## config.mk

```make
export PLATFORM = sky130hd
export DESIGN_NAME = matrix_tx_serializer
export DESIGN_NICKNAME = d
export VERILOG_FILES = /design/src/rtl/matrix_tx_serializer.sv
export SDC_FILE = /design/constraint.sdc
export NUM_CORES = 1
export LEC_CHECK = 0
export ABC_AREA = 0
export ABC_CLOCK_PERIOD_IN_PS = 3700
export CAP_MARGIN = 20
export CORE_UTILIZATION = 56
export CTS_CLUSTER_SIZE = 8
export DETAILED_ROUTE_END_ITERATION = 12
export GPL_TIMING_DRIVEN = 1
export PLACE_DENSITY = 0.87
export SYNTH_ARGS = -nofsm -noshare
export SYNTH_HDL_FRONTEND = slang
export SYNTH_SLANG_ARGS = --single-unit
```

## constraint.sdc

```tcl
create_clock -name eth_refclk -period 3.7 [get_ports eth_refclk]
set_input_delay 0.74 -clock eth_refclk [delete_from_list [all_inputs] [get_ports eth_refclk]]
set_output_delay 0.74 -clock eth_refclk [all_outputs]
set_load 0.02 [all_outputs]
```

## src/rtl/matrix_tx_serializer.sv

```systemverilog
// Serializes a matrix, one upstream row at a time, onto a 2-bit stream.
// The next row is fetched into a shadow buffer while the current row is sent, so the burst has no gaps.
module matrix_tx_serializer #(
    parameter int ELEMENT_SIZE = 8,
    parameter int ROW_ELEMENTS = 32,
    parameter int NUM_ROWS     = 32,
    localparam int ROW_W       = ROW_ELEMENTS * ELEMENT_SIZE,
    localparam int DIBITS      = ROW_W / 2,
    localparam int AW          = $clog2(NUM_ROWS)
) (
    input  logic             eth_refclk,
    input  logic             rst,
    input  logic             start,
    output logic             row_req,
    output logic [AW-1:0]    row_addr,
    input  logic             row_valid,
    input  logic [ROW_W-1:0] row_data,
    output logic             axiov,
    output logic [1:0]       axiod,
    output logic             busy,
    output logic             done,
    output logic             underrun
);

    localparam int DCW = (DIBITS > 1) ? $clog2(DIBITS) : 1;
    localparam logic [DCW-1:0] LAST_DIBIT = DCW'(DIBITS - 1);
    localparam logic [AW-1:0]  LAST_ROW   = AW'(NUM_ROWS - 1);

    typedef enum logic [1:0] {
        IDLE     = 2'd0,
        PREFETCH = 2'd1,
        SEND     = 2'd2
    } state_t;

    state_t           state, state_nxt;
    logic [ROW_W-1:0] shift_reg, shift_nxt;
    logic [ROW_W-1:0] shadow, shadow_nxt;
    logic             shadow_full, shadow_full_nxt;
    logic             req_pending, req_pending_nxt;
    logic [DCW-1:0]   dibit_cnt, dibit_cnt_nxt;
    logic [AW-1:0]    row_cnt, row_cnt_nxt;
    logic             row_req_nxt, axiov_nxt, busy_nxt, done_nxt, underrun_nxt;
    logic [AW-1:0]    row_addr_nxt;
    logic [1:0]       axiod_nxt;
    logic             load_en;
    logic [ROW_W-1:0] load_data;
    logic [AW-1:0]    load_row;

    // State and datapath registers; every output is registered.
    always_ff @(posedge eth_refclk) begin
        if (rst) begin
            state       <= IDLE;
            shift_reg   <= '0;
            shadow      <= '0;
            shadow_full <= 1'b0;
            req_pending <= 1'b0;
            dibit_cnt   <= '0;
            row_cnt     <= '0;
            row_req     <= 1'b0;
            row_addr    <= '0;
            axiov       <= 1'b0;
            axiod       <= 2'b00;
            busy        <= 1'b0;
            done        <= 1'b0;
            underrun    <= 1'b0;
        end else begin
            state       <= state_nxt;
            shift_reg   <= shift_nxt;
            shadow      <= shadow_nxt;
            shadow_full <= shadow_full_nxt;
            req_pending <= req_pending_nxt;
            dibit_cnt   <= dibit_cnt_nxt;
            row_cnt     <= row_cnt_nxt;
            row_req     <= row_req_nxt;
            row_addr    <= row_addr_nxt;
            axiov       <= axiov_nxt;
            axiod       <= axiod_nxt;
            busy        <= busy_nxt;
            done        <= done_nxt;
            underrun    <= underrun_nxt;
        end
    end

    // Next-state, row fetch/shadow handling and stream output selection.
    always_comb begin
        state_nxt       = state;
        shift_nxt       = shift_reg;
        shadow_nxt      = shadow;
        shadow_full_nxt = shadow_full;
        req_pending_nxt = req_pending;
        dibit_cnt_nxt   = dibit_cnt;
        row_cnt_nxt     = row_cnt;
        row_req_nxt     = 1'b0;
        row_addr_nxt    = row_addr;
        axiov_nxt       = 1'b0;
        axiod_nxt       = 2'b00;
        busy_nxt        = busy;
        done_nxt        = 1'b0;
        underrun_nxt    = 1'b0;
        load_en         = 1'b0;
        load_data       = row_data;
        load_row        = row_cnt;

        case (state)
            IDLE: begin
                if (start) begin
                    state_nxt       = PREFETCH;
                    row_req_nxt     = 1'b1;
                    row_addr_nxt    = '0;
                    busy_nxt        = 1'b1;
                    req_pending_nxt = 1'b1;
                    shadow_full_nxt = 1'b0;
                end else begin
                    busy_nxt = 1'b0;
                end
            end
            PREFETCH: begin
                if (row_valid) begin
                    load_en  = 1'b1;
                    load_row = '0;
                end else begin
                    load_en = 1'b0;
                end
            end
            SEND: begin
                if (row_valid && req_pending && !shadow_full) begin
                    shadow_nxt      = row_data;
                    shadow_full_nxt = 1'b1;
                    req_pending_nxt = 1'b0;
                end else begin
                    shadow_nxt = shadow;
                end
                if (dibit_cnt != LAST_DIBIT) begin
                    axiov_nxt     = 1'b1;
                    axiod_nxt     = shift_reg[ROW_W-1 -: 2];
                    shift_nxt     = shift_reg << 2;
                    dibit_cnt_nxt = dibit_cnt + DCW'(1);
                end else if (row_cnt == LAST_ROW) begin
                    state_nxt       = IDLE;
                    busy_nxt        = 1'b0;
                    done_nxt        = 1'b1;
                    req_pending_nxt = 1'b0;
                    shadow_full_nxt = 1'b0;
                end else if (shadow_full) begin
                    load_en   = 1'b1;
                    load_data = shadow;
                    load_row  = row_cnt + AW'(1);
                end else if (row_valid && req_pending) begin
                    load_en  = 1'b1;
                    load_row = row_cnt + AW'(1);
                end else begin
                    // Next row is late: abort and forget the outstanding request.
                    state_nxt       = IDLE;
                    busy_nxt        = 1'b0;
                    underrun_nxt    = 1'b1;
                    req_pending_nxt = 1'b0;
                    shadow_full_nxt = 1'b0;
                end
            end
            default: begin
                state_nxt = IDLE;
                busy_nxt  = 1'b0;
            end
        endcase

        // Loading a row puts its first dibit on the bus and prefetches the following row.
        if (load_en) begin
            state_nxt       = SEND;
            axiov_nxt       = 1'b1;
            axiod_nxt       = load_data[ROW_W-1 -: 2];
            shift_nxt       = load_data << 2;
            dibit_cnt_nxt   = '0;
            row_cnt_nxt     = load_row;
            shadow_full_nxt = 1'b0;
            if (load_row != LAST_ROW) begin
                row_req_nxt     = 1'b1;
                row_addr_nxt    = load_row + AW'(1);
                req_pending_nxt = 1'b1;
            end else begin
                req_pending_nxt = 1'b0;
            end
        end else begin
            load_row = load_row;
        end
    end

endmodule

```

; After elaboration in Yosys (flattened, before gate mapping)
; Cells that the tools add are included.
[word_totals]
reg_bits = 538
input_bits = 260
output_inout_bits = 12
wordCells = 116
[classes]
addsub = 3
n_eq_ne = 14
muxes = 63
bitwise = 2
reduce_logical = 19
[ops]
columns = operator, count
row1 = 256-bit two-way mux, 7
row2 = 5-bit two-way mux, 9
row3 = 1-bit two-way mux, 32
row4 = 2-bit two-way mux, 9
row5 = 3-bit != test (second input constant), 4
row6 = 5-bit by 1-bit adder with 5-bit output (second input constant), 2
row7 = 5-bit one-hot mux with 2 select lines, 1
row8 = 2-bit AND reduction, 5
row9 = 5-bit AND reduction, 2
row10 = 4-bit != test (second input constant), 2
row11 = 7-bit by 1-bit adder with 7-bit output (second input constant), 1
row12 = 7-bit != test (second input constant), 1
row13 = 2-bit != test (second input constant), 3
row14 = 1-bit one-hot mux with 2 select lines, 3
row15 = 2-bit one-hot mux with 3 select lines, 1
row16 = 2-bit nonzero test, 3
row17 = 5-bit == test (second input constant), 1
row18 = 5-bit != test (second input constant), 1
row19 = 5-bit OR reduction, 1
row20 = 4-bit AND reduction, 1
row21 = 1-bit one-hot mux with 3 select lines, 1
row22 = 3-bit nonzero test, 1
row23 = 3-bit OR reduction, 1
row24 = 2-bit by 1-bit == test with 1-bit output (second input constant), 1
row25 = 6 further kinds, 8

; Logic depth before layout (Yosys ltp)
; Gate-level depths: netlist of run 1.
[depth]
ltp_word = 9
mapped_depth = 15
depth_no_buf = 15

; Worst setup path after synthesis of run 1
; Ideal clock, no wire load.
[synth_timing]
path_kind = reg-to-reg
from = reg row_cnt[0]
to = reg row_addr[3]
setup_ns = 0.095
arrival_time_ns = 3.246
required_ns = 3.605
path_slack_ns = 0.358
stages_incl_launch_ff = 14
n_path_buf = 0
synth_period_minus_slack_ns = 3.342
path_cell_list = dfxtp_1 ha_1 and3_1 ha_1 or4_4 a21o_1 mux2_2 ha_1 nand2_1 nor2_1 ha_1 o21bai_1 a2111o_1 o311ai_1
[synth_between]
elab_chain_len = 9
word_cells_on_any_way = 15
classes_between = add/sub (2) / eq/ne (2) / mux (11)
[synth_rtl]
columns = element, line
row1 = "start, declared", 41  ; logic [AW-1:0] row_cnt, row_cnt_nxt;
row2 = "start signal, assigned", 73  ; row_cnt <= row_cnt_nxt;
row3 = 5-bit by 1-bit adder with 5-bit output, "147, 150"
row4 = 5-bit two-way mux, 148  ; end else if (row_valid && req_pending) begin
row5 = 5-bit two-way mux, 144  ; end else if (shadow_full) begin
row6 = 5-bit two-way mux, 138  ; end else if (row_cnt == LAST_ROW) begin
row7 = 5-bit two-way mux, 133  ; if (dibit_cnt != LAST_DIBIT) begin
row8 = 5-bit one-hot mux with 2 select lines *, 104  ; case (state)
row9 = via load_row[0], 47  ; logic [AW-1:0] load_row;
row10 = 5-bit by 1-bit adder with 5-bit output / 5-bit != test (equally long branches), "177, 175"
row11 = 5-bit two-way mux *, 175  ; if (load_row != LAST_ROW) begin
row12 = 5-bit two-way mux *, 167  ; if (load_en) begin
row13 = "end signal, assigned", 75  ; row_addr <= row_addr_nxt;
row14 = "end, declared", 15  ; output logic [AW-1:0] row_addr,
; Mark *: on every way through the listed nets, which the timed path passes. The rest lies on a longest branch.
; A chain may end at the register's enable or synchronous reset.

; Worst setup path in the final report of run 1
; Same ends and word-level chain as after synthesis.

==> out/qor.csv, run 1 <==
metric,value,unit
drv_cap,0,
layout_commonest_cell,nand2_1,
drtIter0Drc,1957,
num_rows,73,
die_h,204,µm
combPwrFrac,0.068,
antenna_found_initial,8,
switching_share,0.223,
syn_avg_cell_area,8.51,µm²
grt_pass1_wl,99.2,mm
power.leakage,9.05,nW
syn_inst,2699,
clk_latency,600,ps
ant_nets,0,
min-delay-start,shift_reg[95],
cts_buffer_depth,3,
critPathKind,reg2reg,
r2r-start,row_cnt[0],
place_inst,3303,
netlist.area_leader.share,0.469,
powerDensity,464,nW/µm²
hold_depth,2,
rsz0062_at_grt,false,
p_seq_frac,0.458,
dpl.hpwl,36.4,mm
post-route-period-util,0.949,
preCtsSetupSlack,55.6,ps
rr_worst_depth,13,
hold_buffers,0,
critPathRequiredTime,4170,ps
stdcell_count,3395,
period_minus_slack,3510,ps
place_area,25900,µm²
drt-total-wl,61.2,mm
yosysWarnings,0,
place.gp.congestion,0.867,
port_buffers,271,
grt_max_degree,151,
p_int,10.1,mW
seq_area_frac_synth,0.469,
die_area,41800,µm²
post_route_cells_drive_above_1_share,0.0548,
viasPerCell,6.00,
grt-ovfl-total,0,
grt_pass1_vias,20700,
status,completed,
clk_pin_slew_worst_paths,50,ps
hold_viol_final,0,
clkPwrFrac,0.474,
largest_register_ff_count,256,
final-setup-viol-count,0,
peakVddDrop,0.373,mV
worst_slew_pin_slew,884,ps
core_area,40100,µm²
ios,272,
h-tree-depth,3,
switching_power,2.89,mW
syn-num-nets,2968,
rr_endpoint,row_addr[3],
crit_path_start_kind,register,
cts_sinks,538,
numCtsBuffers,77,
min_to,shift_reg[95],
ys_ff_latch,538,
endpoint_kind,register,
power,12.9,mW
vias,20400,
root_buffer,clkbuf_16,
rrSetupSlack,190,ps
cp.arrival,3980,ps
track_usage,0.287,
die_w,204,µm
tns,0,ps
initial_core_util,0.573,
dr.pass1.iters,6,
setup_ws,189,ps
fin_worst_skew,21.7,ps
finish.instance_area,27900,µm²
synth.cell_area,23000,µm²
wl_per_cell,18.0,µm
synth_area_leader_cell,dfxtp_1,
cts_resized,0,
yosys-top-cells-area,"dfxtp_1 (47%), nand2_1 (13%), mux2_1 (12%)",
mostFrequentLayoutCells,"nand2_1 (779), dfxtp_1 (538), a21oi_1 (523)",
critPathMaxFanout,7,
nets,3126,
hold_path_class,reg2reg,
filler_cell_count,2804,
post_cts_buffers,0,
drc,0,
areaGrowthSynthToFinish,21.6,%
ys_types,48,
timing.fmax,285,MHz
drv_slew,0,
max_slew_margin,0.411,
cts_tree,built,
kinds of logic (layout without fill, tap and decap cells):
family | after synthesis | in the layout | share of synthesized area
other cells | 0 | 7 | 0
compound gates | 804 | 804 | 0.206
flops | 538 | 538 | 0.469
mux | 259 | 259 | 0.127
xor+xnor | 6 | 6 | 0.00229
simple gates | 839 | 839 | 0.143
fa+ha+maj | 9 | 9 | 0.00491
buf+inv | 244 | 408 | 0.0484
worst max-delay path, cell delays in order, from the launching register on:
cell	delay, ps
dfxtp_1	360
ha_1	250
and3_1	190
ha_1	240
or4_4	570
a21o_1	240
mux2_2	320
ha_1	240
nand2_1	70
nor2_1	60
ha_1	200
o21bai_1	170
a2111o_1	390
o311ai_1	90
final cells by class:
cell class	instances	area, µm²	share of cell area
clock inverter	6	60.1	0.00215
timing repair buffer	313	3300	0.118
inverter	10	37.5	0.00134
sequential	538	10800	0.386
tap	525	657	0.0235
antenna	7	17.5	0.000628
clock buffer	79	1980	0.0708
multi-input combinational	1917	11100	0.398
per-layer routing:
layer  global-route usage  wire, µm
met1                0.335     24200
met2                0.492     30500
met3               0.0620      3910
met4                0.150      2670
met5                    0        13
cells in the mapped netlist (all sizes together):
cell and number:
nand2 779, dfxtp 538, a21oi 525, mux2 255, a22oi 254, clkbuf 156, buf 78, nor2 24
inv 10, ha 9, a211oi 6, o21ai 6, and2 5, nand3 5, mux2i 4, nand4 4
xor2 4, and3 3, nand4b 3, nor2b 3, a21o 2, a221o 2, a31oi 2, and4 2
and4b 2, nand3b 2, nor4 2, o21bai 2, xnor2 2, a2111o 1, a22o 1, a2bb2oi 1
nor3 1, nor3b 1, o311ai 1, o31ai 1, or2 1, or3 1, or4 1
through the flow:
step	utilization	hold slack (ps)
after floorplan	-	432
after global routing	0.696	462
after global placement	0.645	438
final	0.696	449
after detailed placement	0.645	444
after CTS	0.696	451
power groups by stage:
stage,registers (mW),logic [mW],clock network [mW]
6_report,5.93,0.880,6.13
5_1_grt,5.93,0.943,6.45
4_1_cts,5.93,0.875,6.23
3_5_place_dp,6.04,0.864,0
3_3_place_gp,6.03,0.840,0
2_1_floorplan,6.03,0.410,0
worst max path at each step:
| stage | startpoint | end | slack (ps) | cells past startpoint |
|---|---|---|---|---|
| 3_3_place_gp | row_valid | row_addr[0] | 110 | 14 |
| 6_report | row_cnt[0] | row_addr[3] | 190 | 13 |
| 4_1_cts | row_cnt[0] | row_addr[3] | 220 | 13 |
| 2_1_floorplan | row_cnt[0] | row_addr[3] | 360 | 13 |
| 5_1_grt | row_cnt[0] | row_addr[0] | 10 | 15 |
| 3_5_place_dp | row_valid | row_addr[3] | 60 | 12 |
(Power assumes the default switching activity.)
==> run 2: changes to the inputs <==
--- a/config.mk
+++ b/config.mk
@@ -13,6 +13,7 @@
 export DETAILED_ROUTE_END_ITERATION = 12
 export GPL_TIMING_DRIVEN = 1
 export PLACE_DENSITY = 0.87
+export REMOVE_ABC_BUFFERS = 1
 export SYNTH_ARGS = -nofsm -noshare
 export SYNTH_HDL_FRONTEND = slang
 export SYNTH_SLANG_ARGS = --single-unit
==> run 2 against run 1 <==
Final cell count is 0.18% lower. Global-route usage is 0.73 points lower. Hold slack better by 1.8 ps. Critical path type unchanged. Core utilization hardly changed. Largest power group unchanged. Non-clock buffer count is 1 higher.
==> out/qor.csv, run 2 (synthesized netlist as in run 1, its figures left out) <==
metric,value,unit,change
num_rows,73,,unchanged
drv_cap,0,,unchanged
power.leakage,9.05,nW,about the same
grt_pass1_vias,20000,,-3.1%
status,completed,,
rsz0062_at_grt,false,,
drc,0,,unchanged
initial_core_util,0.573,,unchanged
root_buffer,clkbuf_16,,
drv_slew,0,,unchanged
cts_tree,built,,
hold_path_class,reg2reg,,
drt-total-wl,60.0,mm,-2.0%
r2r-start,row_cnt[0],,
core_area,40100,µm²,unchanged
cp.arrival,4040,ps,+60 ps
rr_endpoint,row_addr[3],,
rr_worst_depth,13,,unchanged
dr.pass1.iters,9,,+3
endpoint_kind,register,,
max_slew_margin,0.539,,+0.129
setup_ws,137,ps,-52.0 ps
track_usage,0.279,,-0.00726
critPathRequiredTime,4170,ps,about the same
critPathLaunch,row_cnt[0],,
drtIter0Drc,1766,,-9.8%
powerDensity,461,nW/µm²,-0.53%
timing.fmax,281,MHz,-1.5%
port_buffers,271,,unchanged
hold_viol_final,0,,unchanged
nets,3127,,+0.032%
switching_share,0.222,,-0.00120
mostFrequentLayoutCells,"nand2_1 (779), dfxtp_1 (538), a21oi_1 (523)",,
die_w,204,µm,unchanged
die_h,204,µm,unchanged
preCtsSetupSlack,33.7,ps,-21.8 ps
place.gp.congestion,0.868,,about the same
critPathKind,reg2reg,,
switching_power,2.86,mW,-1.0%
clk_latency,580,ps,-20 ps
rrSetupSlack,140,ps,-50 ps
grt-ovfl-total,0,,unchanged
antenna_found_initial,7,,-1
grt_max_degree,128,,-15%
clk_pin_slew_worst_paths,50,ps,about the same
p_seq_frac,0.460,,+0.002
combPwrFrac,0.069,,about the same
fin_worst_skew,19.1,ps,-2.56 ps
p_int,10.0,mW,-0.32%
peakVddDrop,0.324,mV,-13%
crit_path_start_kind,register,,
worst_slew_pin_slew,684,ps,-200 ps
vias,20300,,-0.58%
post-route-period-util,0.963,,+0.0141
dpl.hpwl,35.8,mm,-1.6%
ant_nets,0,,unchanged
min_to,shift_reg[97],,
areaGrowthSynthToFinish,21.7,%,about the same
hold_depth,2,,unchanged
clkPwrFrac,0.470,,-0.004
critPathMaxFanout,7,,unchanged
h-tree-depth,3,,unchanged
grt_pass1_wl,96.5,mm,-2.7%
cts_buffer_depth,3,,unchanged
numCtsBuffers,77,,unchanged
largest_register_ff_count,256,,unchanged
post_route_cells_drive_above_1_share,0.0548,,unchanged
wl_per_cell,17.7,µm,-1.8%
min-delay-start,shift_reg[97],,
period_minus_slack,3560,ps,+52.0 ps
cts_sinks,538,,unchanged
final-setup-viol-count,0,,unchanged
layout_commonest_cell,nand2_1,,
viasPerCell,5.98,,-0.41%
hold_slack,451,ps,+1.78 ps
die_area,41800,µm²,unchanged
ios,272,,unchanged
power,12.9,mW,-0.48%
[run 2: final cells by class]
cell class | count | area (µm²)
fillers | 2915 | 12200
flip-flops and latches | 538 | 10800
clock buffers | 79 | 1960
clock inverters | 5 | 65.1
multi-input cells | 1917 | 11100
repair buffers | 314 | 3340
well taps | 525 | 657
diodes | 1 | 2.50
inverters | 10 | 37.5
[run 2: worst max-delay path by stage]
| stage | slack [ps] | to |
|---|---|---|
| final | 140 | row_addr[3] |
| after global routing | 10 | row_addr[3] |
| after CTS | 150 | row_addr[3] |
| after detailed placement | 30 | row_addr[3] |
| after global placement | 130 | row_addr[3] |
| after floorplan | -13880 | shift_reg[2] |
[run 2: through the flow]
| step | instance area (µm²) | cells | util | TNS, ps |
|---|---|---|---|---|
| finish | 27900 | 3389 | 0.697 | 0 |
| global route | 27900 | 3388 | 0.696 | 0 |
| global placement | 25900 | 3304 | 0.646 | 0 |
| floorplan | 21900 | 2465 | - | -4320630 |
| detailed placement | 25900 | 3304 | 0.646 | 0 |
| CTS | 27900 | 3388 | 0.696 | 0 |
[run 2: routing by layer]
| metal | global-route usage | vias up | share of wire |
|---|---|---|---|
| met2 | 0.481 | 745 | 0.49 |
| li1 | - | 9638 | - |
| met4 | 0.108 | 12 | 0.028 |
| met5 | 0 | - | 0.0013 |
| met3 | 0.0612 | 149 | 0.069 |
| met1 | 0.338 | 9719 | 0.41 |
[run 2: what timing repair did]
item | in CTS | in global routing
setup buffers | 0 | 0
endpoints found under the setup margin | 0 | 2
resized for setup | 0 | 1
hold buffers | 0 | 0
[run 2: critical path: stages (launching register included)]
cell	delay (ps)
dfxtp_1	370
ha_1	260
and3_1	200
ha_2	210
or4_4	570
a21o_1	250
mux2_2	320
ha_1	260
nand2_1	90
nor2_1	60
ha_1	210
o21bai_1	170
a2111o_1	430
o311ai_1	80
[run 2: power by group through the flow]
stage                     Clock [mW]  Sequential [mW]  Combinational, mW
after global placement             0             6.03              0.851
after CTS                       6.16             5.93              0.884
after detailed placement           0             6.04              0.873
after global routing            6.41             5.93              0.952
final                           6.06             5.93              0.893
after floorplan                    0             6.03              0.325
